<file path="src/rtl/fsm_event_counter_pkg.sv">
// Shared definitions for the z1/z2 event counter.
// Holds the default counter width and the per-edge window action decode
// (clear beats snapshot beats plain counting), so both channels resolve
// priority identically.
package fsm_event_counter_pkg;

    localparam int DEFAULT_CNT_WIDTH = 8;

    // What a channel does to its counting window on a given clock edge.
    typedef enum logic [1:0] {
        ACT_COUNT = 2'd0,
        ACT_SNAP  = 2'd1,
        ACT_CLEAR = 2'd2
    } win_action_e;

    // Clear wins outright; a snapshot only happens when no clear is present.
    function automatic win_action_e decode_action(input logic clear, input logic snap);
        if (clear) begin
            return ACT_CLEAR;
        end
        else if (snap) begin
            return ACT_SNAP;
        end
        else begin
            return ACT_COUNT;
        end
    endfunction

endpackage

</file>
<file path="src/rtl/fsm_event_counter_if.sv">
// Signal bundle between the sequence FSM / readout logic and the event counter.
// The master side drives the FSM outputs and control strobes; the slave side
// (the counter) returns live counts, sticky saturation flags and snapshots.
interface fsm_event_counter_if
    import fsm_event_counter_pkg::*;
#(
    parameter int CNT_WIDTH = DEFAULT_CNT_WIDTH
) ();

    logic                 z1;
    logic                 z2;
    logic                 enable;
    logic                 clear;
    logic                 snap_req;
    logic [CNT_WIDTH-1:0] cnt_z1;
    logic [CNT_WIDTH-1:0] cnt_z2;
    logic                 sat_z1;
    logic                 sat_z2;
    logic [CNT_WIDTH-1:0] snap_z1;
    logic [CNT_WIDTH-1:0] snap_z2;
    logic                 snap_valid;

    modport master (
        output z1,
        output z2,
        output enable,
        output clear,
        output snap_req,
        input  cnt_z1,
        input  cnt_z2,
        input  sat_z1,
        input  sat_z2,
        input  snap_z1,
        input  snap_z2,
        input  snap_valid
    );

    modport slave (
        input  z1,
        input  z2,
        input  enable,
        input  clear,
        input  snap_req,
        output cnt_z1,
        output cnt_z2,
        output sat_z1,
        output sat_z2,
        output snap_z1,
        output snap_z2,
        output snap_valid
    );

endinterface

</file>
<file path="src/rtl/fsm_event_counter_edge_counter.sv">
// One event-counter channel: detects 0->1 transitions of x and counts them
// into a saturating counter with a sticky saturation flag. A snapshot copies
// the count (including an increment landing on the same edge) into snap_val
// and restarts the window; a clear restarts the window without copying.
module fsm_event_counter_edge_counter
    import fsm_event_counter_pkg::*;
#(
    parameter int CNT_WIDTH = DEFAULT_CNT_WIDTH
) (
    input  logic                 clk,
    input  logic                 reset_n,
    input  logic                 x,
    input  logic                 enable,
    input  logic                 clear,
    input  logic                 snap,
    output logic [CNT_WIDTH-1:0] cnt,
    output logic                 sat,
    output logic [CNT_WIDTH-1:0] snap_val
);

    localparam logic [CNT_WIDTH-1:0] CNT_MAX = {CNT_WIDTH{1'b1}};

    logic                 x_q;
    logic                 rise;
    logic [CNT_WIDTH-1:0] cnt_inc;
    logic                 sat_hit;
    win_action_e          action;

    assign rise   = x & ~x_q;
    assign action = decode_action(clear, snap);

    // Previous-value register tracks x every edge, independent of enable/clear.
    always_ff @(posedge clk or negedge reset_n) begin
        if (!reset_n) begin
            x_q <= 1'b0;
        end
        else begin
            x_q <= x;
        end
    end

    // Count after this edge's rise, holding at max and flagging the lost event.
    always_comb begin
        cnt_inc = cnt;
        sat_hit = 1'b0;
        if (enable && rise) begin
            if (cnt == CNT_MAX) begin
                sat_hit = 1'b1;
            end
            else begin
                cnt_inc = cnt + 1'b1;
            end
        end
    end

    // Window state: clear drops everything, snapshot captures then restarts.
    always_ff @(posedge clk or negedge reset_n) begin
        if (!reset_n) begin
            cnt      <= '0;
            sat      <= 1'b0;
            snap_val <= '0;
        end
        else begin
            case (action)
                ACT_CLEAR: begin
                    cnt <= '0;
                    sat <= 1'b0;
                end
                ACT_SNAP: begin
                    snap_val <= cnt_inc;
                    cnt      <= '0;
                    sat      <= 1'b0;
                end
                default: begin
                    cnt <= cnt_inc;
                    sat <= sat | sat_hit;
                end
            endcase
        end
    end

endmodule

</file>
<file path="src/rtl/fsm_event_counter.sv">
// Event counter downstream of the two-output sequence FSM.
// Counts rising edges of z1 and z2 into independent saturating counters and
// offers an atomic snapshot that also restarts the counting window.
// Build option: define EVCNT_SYNC_EN to pass z1/z2 through a two-flop
// synchronizer when the FSM lives on an unrelated clock (adds two edges of
// input-to-count latency).
module fsm_event_counter
    import fsm_event_counter_pkg::*;
#(
    parameter int CNT_WIDTH = DEFAULT_CNT_WIDTH
) (
    input  logic                     clk,
    input  logic                     reset_n,
    fsm_event_counter_if.slave       bus
);

    logic z1_eff;
    logic z2_eff;

`ifdef EVCNT_SYNC_EN
    logic [1:0] z_meta;
    logic [1:0] z_sync;

    // Two-stage synchronizer for both FSM outputs; bit 0 is z1, bit 1 is z2.
    always_ff @(posedge clk or negedge reset_n) begin
        if (!reset_n) begin
            z_meta <= 2'b00;
            z_sync <= 2'b00;
        end
        else begin
            z_meta <= {bus.z2, bus.z1};
            z_sync <= z_meta;
        end
    end

    assign z1_eff = z_sync[0];
    assign z2_eff = z_sync[1];
`else
    assign z1_eff = bus.z1;
    assign z2_eff = bus.z2;
`endif

    fsm_event_counter_edge_counter #(
        .CNT_WIDTH (CNT_WIDTH)
    ) u_counter_z1 (
        .clk      (clk),
        .reset_n  (reset_n),
        .x        (z1_eff),
        .enable   (bus.enable),
        .clear    (bus.clear),
        .snap     (bus.snap_req),
        .cnt      (bus.cnt_z1),
        .sat      (bus.sat_z1),
        .snap_val (bus.snap_z1)
    );

    fsm_event_counter_edge_counter #(
        .CNT_WIDTH (CNT_WIDTH)
    ) u_counter_z2 (
        .clk      (clk),
        .reset_n  (reset_n),
        .x        (z2_eff),
        .enable   (bus.enable),
        .clear    (bus.clear),
        .snap     (bus.snap_req),
        .cnt      (bus.cnt_z2),
        .sat      (bus.sat_z2),
        .snap_val (bus.snap_z2)
    );

    // Snapshot strobe: one pulse per accepted request, suppressed by clear.
    always_ff @(posedge clk or negedge reset_n) begin
        if (!reset_n) begin
            bus.snap_valid <= 1'b0;
        end
        else begin
            bus.snap_valid <= bus.snap_req & ~bus.clear;
        end
    end

endmodule

</file>
<file path="src/flat_wrapper.sv">
// flat-port wrapper written by rule: the top's interface ports become plain ports
module fsm_event_counter_flat import fsm_event_counter_pkg::*;
#(
    parameter int CNT_WIDTH = DEFAULT_CNT_WIDTH
)
  (clk, reset_n, bus_z1, bus_z2, bus_enable, bus_clear, bus_snap_req, bus_cnt_z1, bus_cnt_z2, bus_sat_z1, bus_sat_z2, bus_snap_z1, bus_snap_z2, bus_snap_valid);
  fsm_event_counter_if #(.CNT_WIDTH(CNT_WIDTH)) bus_i ();
  input  logic clk;
  input  logic reset_n;
  input wire logic [$bits(bus_i.z1)-1:0] bus_z1;
  input wire logic [$bits(bus_i.z2)-1:0] bus_z2;
  input wire logic [$bits(bus_i.enable)-1:0] bus_enable;
  input wire logic [$bits(bus_i.clear)-1:0] bus_clear;
  input wire logic [$bits(bus_i.snap_req)-1:0] bus_snap_req;
  output wire logic [$bits(bus_i.cnt_z1)-1:0] bus_cnt_z1;
  output wire logic [$bits(bus_i.cnt_z2)-1:0] bus_cnt_z2;
  output wire logic [$bits(bus_i.sat_z1)-1:0] bus_sat_z1;
  output wire logic [$bits(bus_i.sat_z2)-1:0] bus_sat_z2;
  output wire logic [$bits(bus_i.snap_z1)-1:0] bus_snap_z1;
  output wire logic [$bits(bus_i.snap_z2)-1:0] bus_snap_z2;
  output wire logic [$bits(bus_i.snap_valid)-1:0] bus_snap_valid;
  assign bus_i.z1 = bus_z1;
  assign bus_i.z2 = bus_z2;
  assign bus_i.enable = bus_enable;
  assign bus_i.clear = bus_clear;
  assign bus_i.snap_req = bus_snap_req;
  assign bus_cnt_z1 = bus_i.cnt_z1;
  assign bus_cnt_z2 = bus_i.cnt_z2;
  assign bus_sat_z1 = bus_i.sat_z1;
  assign bus_sat_z2 = bus_i.sat_z2;
  assign bus_snap_z1 = bus_i.snap_z1;
  assign bus_snap_z2 = bus_i.snap_z2;
  assign bus_snap_valid = bus_i.snap_valid;
  fsm_event_counter #(.CNT_WIDTH(CNT_WIDTH)) u_core (.clk(clk), .reset_n(reset_n), .bus(bus_i));
endmodule
</file>
<file path="config.mk">
export PLATFORM = sky130hd
export DESIGN_NAME = fsm_event_counter_flat
export DESIGN_NICKNAME = d
export VERILOG_FILES = /design/src/rtl/fsm_event_counter_pkg.sv /design/src/rtl/fsm_event_counter_if.sv /design/src/rtl/fsm_event_counter_edge_counter.sv /design/src/rtl/fsm_event_counter.sv /design/src/flat_wrapper.sv
export SDC_FILE = /design/constraint.sdc
export NUM_CORES = 1
export LEC_CHECK = 0
export ABC_AREA = 0
export CORE_MARGIN = 3
export CORE_UTILIZATION = 29
export DETAILED_ROUTE_END_ITERATION = 10
export MAX_ROUTING_LAYER = met4
export PLACE_DENSITY = 0.52
export SKIP_CTS_REPAIR_TIMING = 1
export SLEW_MARGIN = 0
export SYNTH_ARGS = -nofsm -noshare
export SYNTH_HDL_FRONTEND = slang
export SYNTH_HIERARCHICAL = 1
export SYNTH_SLANG_ARGS = --single-unit
</file>
<file path="constraint.sdc">
create_clock -name clk -period 2 [get_ports clk]
set_input_delay 0.4 -clock clk [delete_from_list [all_inputs] [get_ports clk]]
set_output_delay 0.4 -clock clk [all_outputs]
set_load 0.02 [all_outputs]
</file>
Word level (Yosys, flattened, before mapping)
Index checks and enable logic that the tools add are counted.
- add/sub/neg operators: 2
- eq/ne operators: 4
- mux-type cells: 14
- bitwise operators: 8
- reduce and logical (&&, ||, !) cells: 3
- operators by type and width (cell ; number):
    two-way mux 8 bit ; 6
    adder 8 x 1 -> 8 bit (second input constant) ; 2
    == test 8 bit (second input constant) ; 2
    two-way mux 1 bit ; 7
    AND 1 bit ; 3
    NOT 1 bit ; 3
    == test 2 x 1 -> 1 bit (second input constant) ; 1
    == test 2 bit (second input constant) ; 1
    logical AND 1 bit ; 2
    two-way mux 2 bit ; 1
    OR 1 bit ; 2
    OR reduction 2 bit ; 1
- bits in registers: 37
- input bits: 7
- output and inout bits: 35
- logic and storage cells: 40

Longest topological paths before layout
Gate-level depths: netlist (run 1).
- word-level depth: 6
- mapped depth: 5
- depth with buffers taken out: 5

Cells and area by module
Netlist (run 1), hierarchy kept.
- by module, submodules not included (module ; times used ; cells each ; area each (um2) ; sequential area each (um2)):
    fsm_event_counter_edge_counter ; 2 ; 79 ; 804.5 ; 450.4
    fsm_event_counter ; 1 ; 2 ; 38.8 ; 25.0

Worst setup path after synthesis (run 1)
OpenSTA, ideal clock, no wires.
- kind: reg2reg
- start point: reg u_core.u_counter_z1.cnt[0]
- end point: reg u_core.u_counter_z1.snap_val[1]
- library setup time: 129 ps
- arrival time: 1458 ps
- required time: 1871 ps
- slack: 413 ps
- cell stages (with the launch flop): 6
- path buffers: 0
- period minus slack after synthesis: 1587 ps
- cells stage by stage: dfrtp_1 ha_1 nand3_1 o21ai_1 mux2i_1 mux2i_1
- cells in the longest elaborated chain, start to end: 3
- elaborated cells between the ends (all ways): 4
- classes of those cells: add/sub: 1; eq/ne: 1; mux: 2
- ends and longest elaborated chain (item ; line ; RTL):
    start: declaration ; fsm_event_counter_edge_counter.sv:16 ; output logic [CNT_WIDTH-1:0] cnt,
    start signal: assignment ; fsm_event_counter_edge_counter.sv:75 ; cnt <= cnt_inc;
    adder 8 x 1 -> 8 bit or == test 8 bit (tied branches) ; fsm_event_counter_edge_counter.sv:51, fsm_event_counter_edge_counter.sv:47 ;
    two-way mux 8 bit * ; fsm_event_counter_edge_counter.sv:47 ; if (cnt == CNT_MAX) begin
    two-way mux 8 bit * ; fsm_event_counter_edge_counter.sv:46 ; if (enable && rise) begin
    end signal: assignment ; fsm_event_counter_edge_counter.sv:70 ; snap_val <= cnt_inc;
    end: declaration ; fsm_event_counter_edge_counter.sv:18 ; output logic [CNT_WIDTH-1:0] snap_val
Every way passes the cells marked *; elsewhere a longest branch is shown, timed or not.
A chain may end at the register's enable or synchronous reset.

Final worst setup path (run 1)
- start point: reg u_core.u_counter_z2.cnt[5]
- end point: out bus_cnt_z2[5]
- RTL lines (item ; line ; RTL):
    start: declaration ; fsm_event_counter_edge_counter.sv:16 ;
    start signal: assignment ; fsm_event_counter_edge_counter.sv:75 ;
    end: declaration ; flat_wrapper.sv:16 ; output wire logic [$bits(bus_i.cnt_z2)-1:0] bus_cnt_z2;
No word-level cell between the ends.

==> impl_metrics.json, run 1 <==
{
  "io_buffers": 41,
  "p_per_area_nw_per_um2": 676,
  "h-tree-depth": 2,
  "num_vias": 1313,
  "rr_endpoint": "u_core/u_counter_z1/snap_val[1]$_DFFE_PN0N_",
  "die_y_um": 81.4,
  "drtAntennaViolNets": 0,
  "crit_path_start_kind": "flop",
  "cts.path.max_buffers": 2,
  "clkSinkCount": 37,
  "final_cell_mix": "clkdlybuf4s50_1 (40), dfrtp_1 (37), nor2_1 (18), nand2_1 (18), o21ai_0 (10)",
  "grt_max_degree": 38,
  "core.rowCount": 26,
  "synth_cells": 160,
  "hold_violations": 0,
  "power_mw": 1.51,
  "wl_um": 3780,
  "drtIter0Drc": 73,
  "outcome": "finished, final reports clean",
  "hold_path.class": "input port to asynchronous set/reset pin",
  "critPathMaxFanout": 7,
  "slew_headroom_pct": 66.1,
  "syn_nets": 169,
  "worstSetupPathType": "flop to primary output",
  "tightest_slew_ps": 509,
  "nets": 212,
  "ys_seq_area_share_pct": 56.2,
  "core-area_um2": 5300,
  "syn-cell-area_um2": 1650,
  "synth_top_flop_cell": "dfrtp_1",
  "n_antenna_cell": 0,
  "skew_ps": 9.16,
  "grt_pass1_vias": 1333,
  "yosysWarnings": 6,
  "die_width_um": 81.4,
  "grt_pass1_wl_um": 6500,
  "ys_ff_latch": 37,
  "reg2reg_setup_slack_ps": 300,
  "hpwl_um": 2720,
  "grtUsageTotal_pct": 13.5,
  "critPathMaxStageDelay_ps": 650,
  "overflow": 0,
  "synth.distinct_cells": 29,
  "place_congestion": 0.799,
  "wl_per_cell_um": 13.8,
  "critPathBufInv": 1,
  "area.growth.synth_to_final_pct": 36.1,
  "clockRootBuffer": "clkbuf_8",
  "tns_ps": 0,
  "maxSlewViolCount": 0,
  "crit_family": "buffers and inverters",
  "end_kind": "primary output",
  "final_common_cell": "clkdlybuf4s50_1",
  "drc": 0,
  "fmax_ghz": 0.554,
  "min_period_ps": 1810,
  "setup_viol": 0,
  "period_share_pct": 90.3,
  "antenna_found_initial": 0,
  "leakagePower_nw": 1.03,
  "initial_core_util_pct": 31.1,
  "r2r-start": "u_core/u_counter_z1/cnt[0]$_DFF_PN0_",
  "cts-buffers-inserted": 5,
  "maxCapViolCount": 0,
  "rsz0062_at_grt": "no",
  "io_pins": 42,
  "crit_slowest_cell": "clkdlybuf4s50_1",
  "drt_first_pass_iters": 4,
  "synthTopCellsByArea": "dfrtp_1 (56%), mux2i_1 (4.9%), nand2_1 (4.1%)",
  "drive_above_1_share_pct": 7.84,
  "n_fill_cell": 516,
  "required_ps": 1600,
  "avgSynthCellArea_um2": 10.3,
  "insertion_delay_ps": 290,
  "synth_area_leader_cell": "dfrtp_1",
  "routed_via_density": 4.79,
  "ys_async_sr_fraction_pct": 100,
  "cp_data_arrival_time_ps": 1410,
  "synth_top_cell_area_share_pct": 56.2,
  "synth_edf_count": 0,
  "vdd_drop_max_uv": 483,
  "clk_pin_slew_ps": 70,
  "path_cells": "clkdlybuf4s50_1",
  "cts_tree": "built",
  "r2r.worst_path.cells": 5,
  "dieArea_um2": 6620
}
[where the power goes]
| group | internal, mW | switching (mW) | leakage (nW) |
|---|---|---|---|
| clock network | 0.407 | 0.262 | 0.0585 |
| registers | 0.756 | 0.00467 | 0.510 |
| logic | 0.0332 | 0.0523 | 0.465 |
| total | 1.20 | 0.319 | 1.03 |
[through the flow]
stage                     hold slack (ps)  cells  instance area [µm²]  setup slack (ps)  utilization, %
after CTS                             151    274                 2240               171            42.3
after global routing                  171    274                 2240              98.9            42.3
final                                 137    274                 2240               194            42.3
after detailed placement              469    266                 2130              62.6            40.1
after floorplan                       104    160                 1650               413               -
after global placement                465    266                 2130               111            40.1
[worst max-delay path by stage]
stage                                          from                                          end  slack [ps]  cells past startpoint
6_report       u_core/u_counter_z2/cnt[5]$_DFF_PN0_                                bus_cnt_z2[5]         190                      1
5_1_grt        u_core/u_counter_z2/cnt[5]$_DFF_PN0_                                bus_cnt_z2[5]         100                      1
4_1_cts        u_core/u_counter_z2/cnt[5]$_DFF_PN0_                                bus_cnt_z2[5]         170                      1
3_5_place_dp                             bus_enable  u_core/u_counter_z2/snap_val[7]$_DFFE_PN0N_          60                      5
3_3_place_gp                             bus_enable  u_core/u_counter_z2/snap_val[7]$_DFFE_PN0N_         110                      5
2_1_floorplan  u_core/u_counter_z1/cnt[0]$_DFF_PN0_  u_core/u_counter_z1/snap_val[1]$_DFFE_PN0N_         410                      5
[cell usage after synthesis (all sizes together) (6+ instances only)]
| cell type | n |
|---|---|
| nor2 | 18 |
| dfrtp | 37 |
| mux2i | 8 |
| nand2 | 18 |
| o21ai | 12 |
| nand4 | 6 |
| inv | 6 |
| and3 | 6 |
[kinds of logic (layout without fill, tap and decap cells)]
| logic type | count (synthesis) | in the layout | share of synthesized area [%] |
|---|---|---|---|
| buf+inv | 14 | 58 | 3.64 |
| compound gates | 28 | 28 | 10.9 |
| mux | 8 | 8 | 4.86 |
| fa+ha+maj | 2 | 2 | 1.52 |
| flops | 37 | 37 | 56.2 |
| simple gates | 67 | 67 | 20.7 |
| xor+xnor | 4 | 4 | 2.13 |
[state kept, by name, summed over array words and instances (netlist names), 8 cells and up]
signal and flops:
u_core/u_counter_z2/snap_val 8, u_core/u_counter_z1/snap_val 8, u_core/u_counter_z2/cnt 8, u_core/u_counter_z1/cnt 8
[final cells by class]
| cell class | instances | area (µm²) | area share, % |
|---|---|---|---|
| Clock buffer | 7 | 86.3 | 3.85 |
| Clock inverter | 1 | 30.0 | 1.34 |
| Inverter | 6 | 22.5 | 1.00 |
| Multi-Input combinational cell | 109 | 662 | 29.5 |
| Sequential cell | 37 | 926 | 41.3 |
| Tap cell | 70 | 87.6 | 3.91 |
| Timing Repair Buffer | 44 | 428 | 19.1 |
[metal layers]
metal / GRT usage (%) / up-vias / routed length, µm
li1: - / 637 / -
met1: 15.8 / 634 / 1690
met2: 21.5 / 39 / 1810
met3: 5.10 / 3 / 238
met4: 4.56 / 0 / 44
met5: - / - / 0
(Power assumes the default switching activity.)
==> inputs of run 2 (changes only) <==
CAP_MARGIN = 25   (was unset)
SLEW_MARGIN = unset   (was 0)
==> results of run 2 <==
The final DEF is identical to that of run 1; final timing and power are the same.
==> inputs of run 3 (changes only) <==
CAP_MARGIN = 20   (was 25)
SLEW_MARGIN = 20   (was unset)
==> results of run 3 <==
The final DEF is identical to that of run 1; final timing and power are the same.
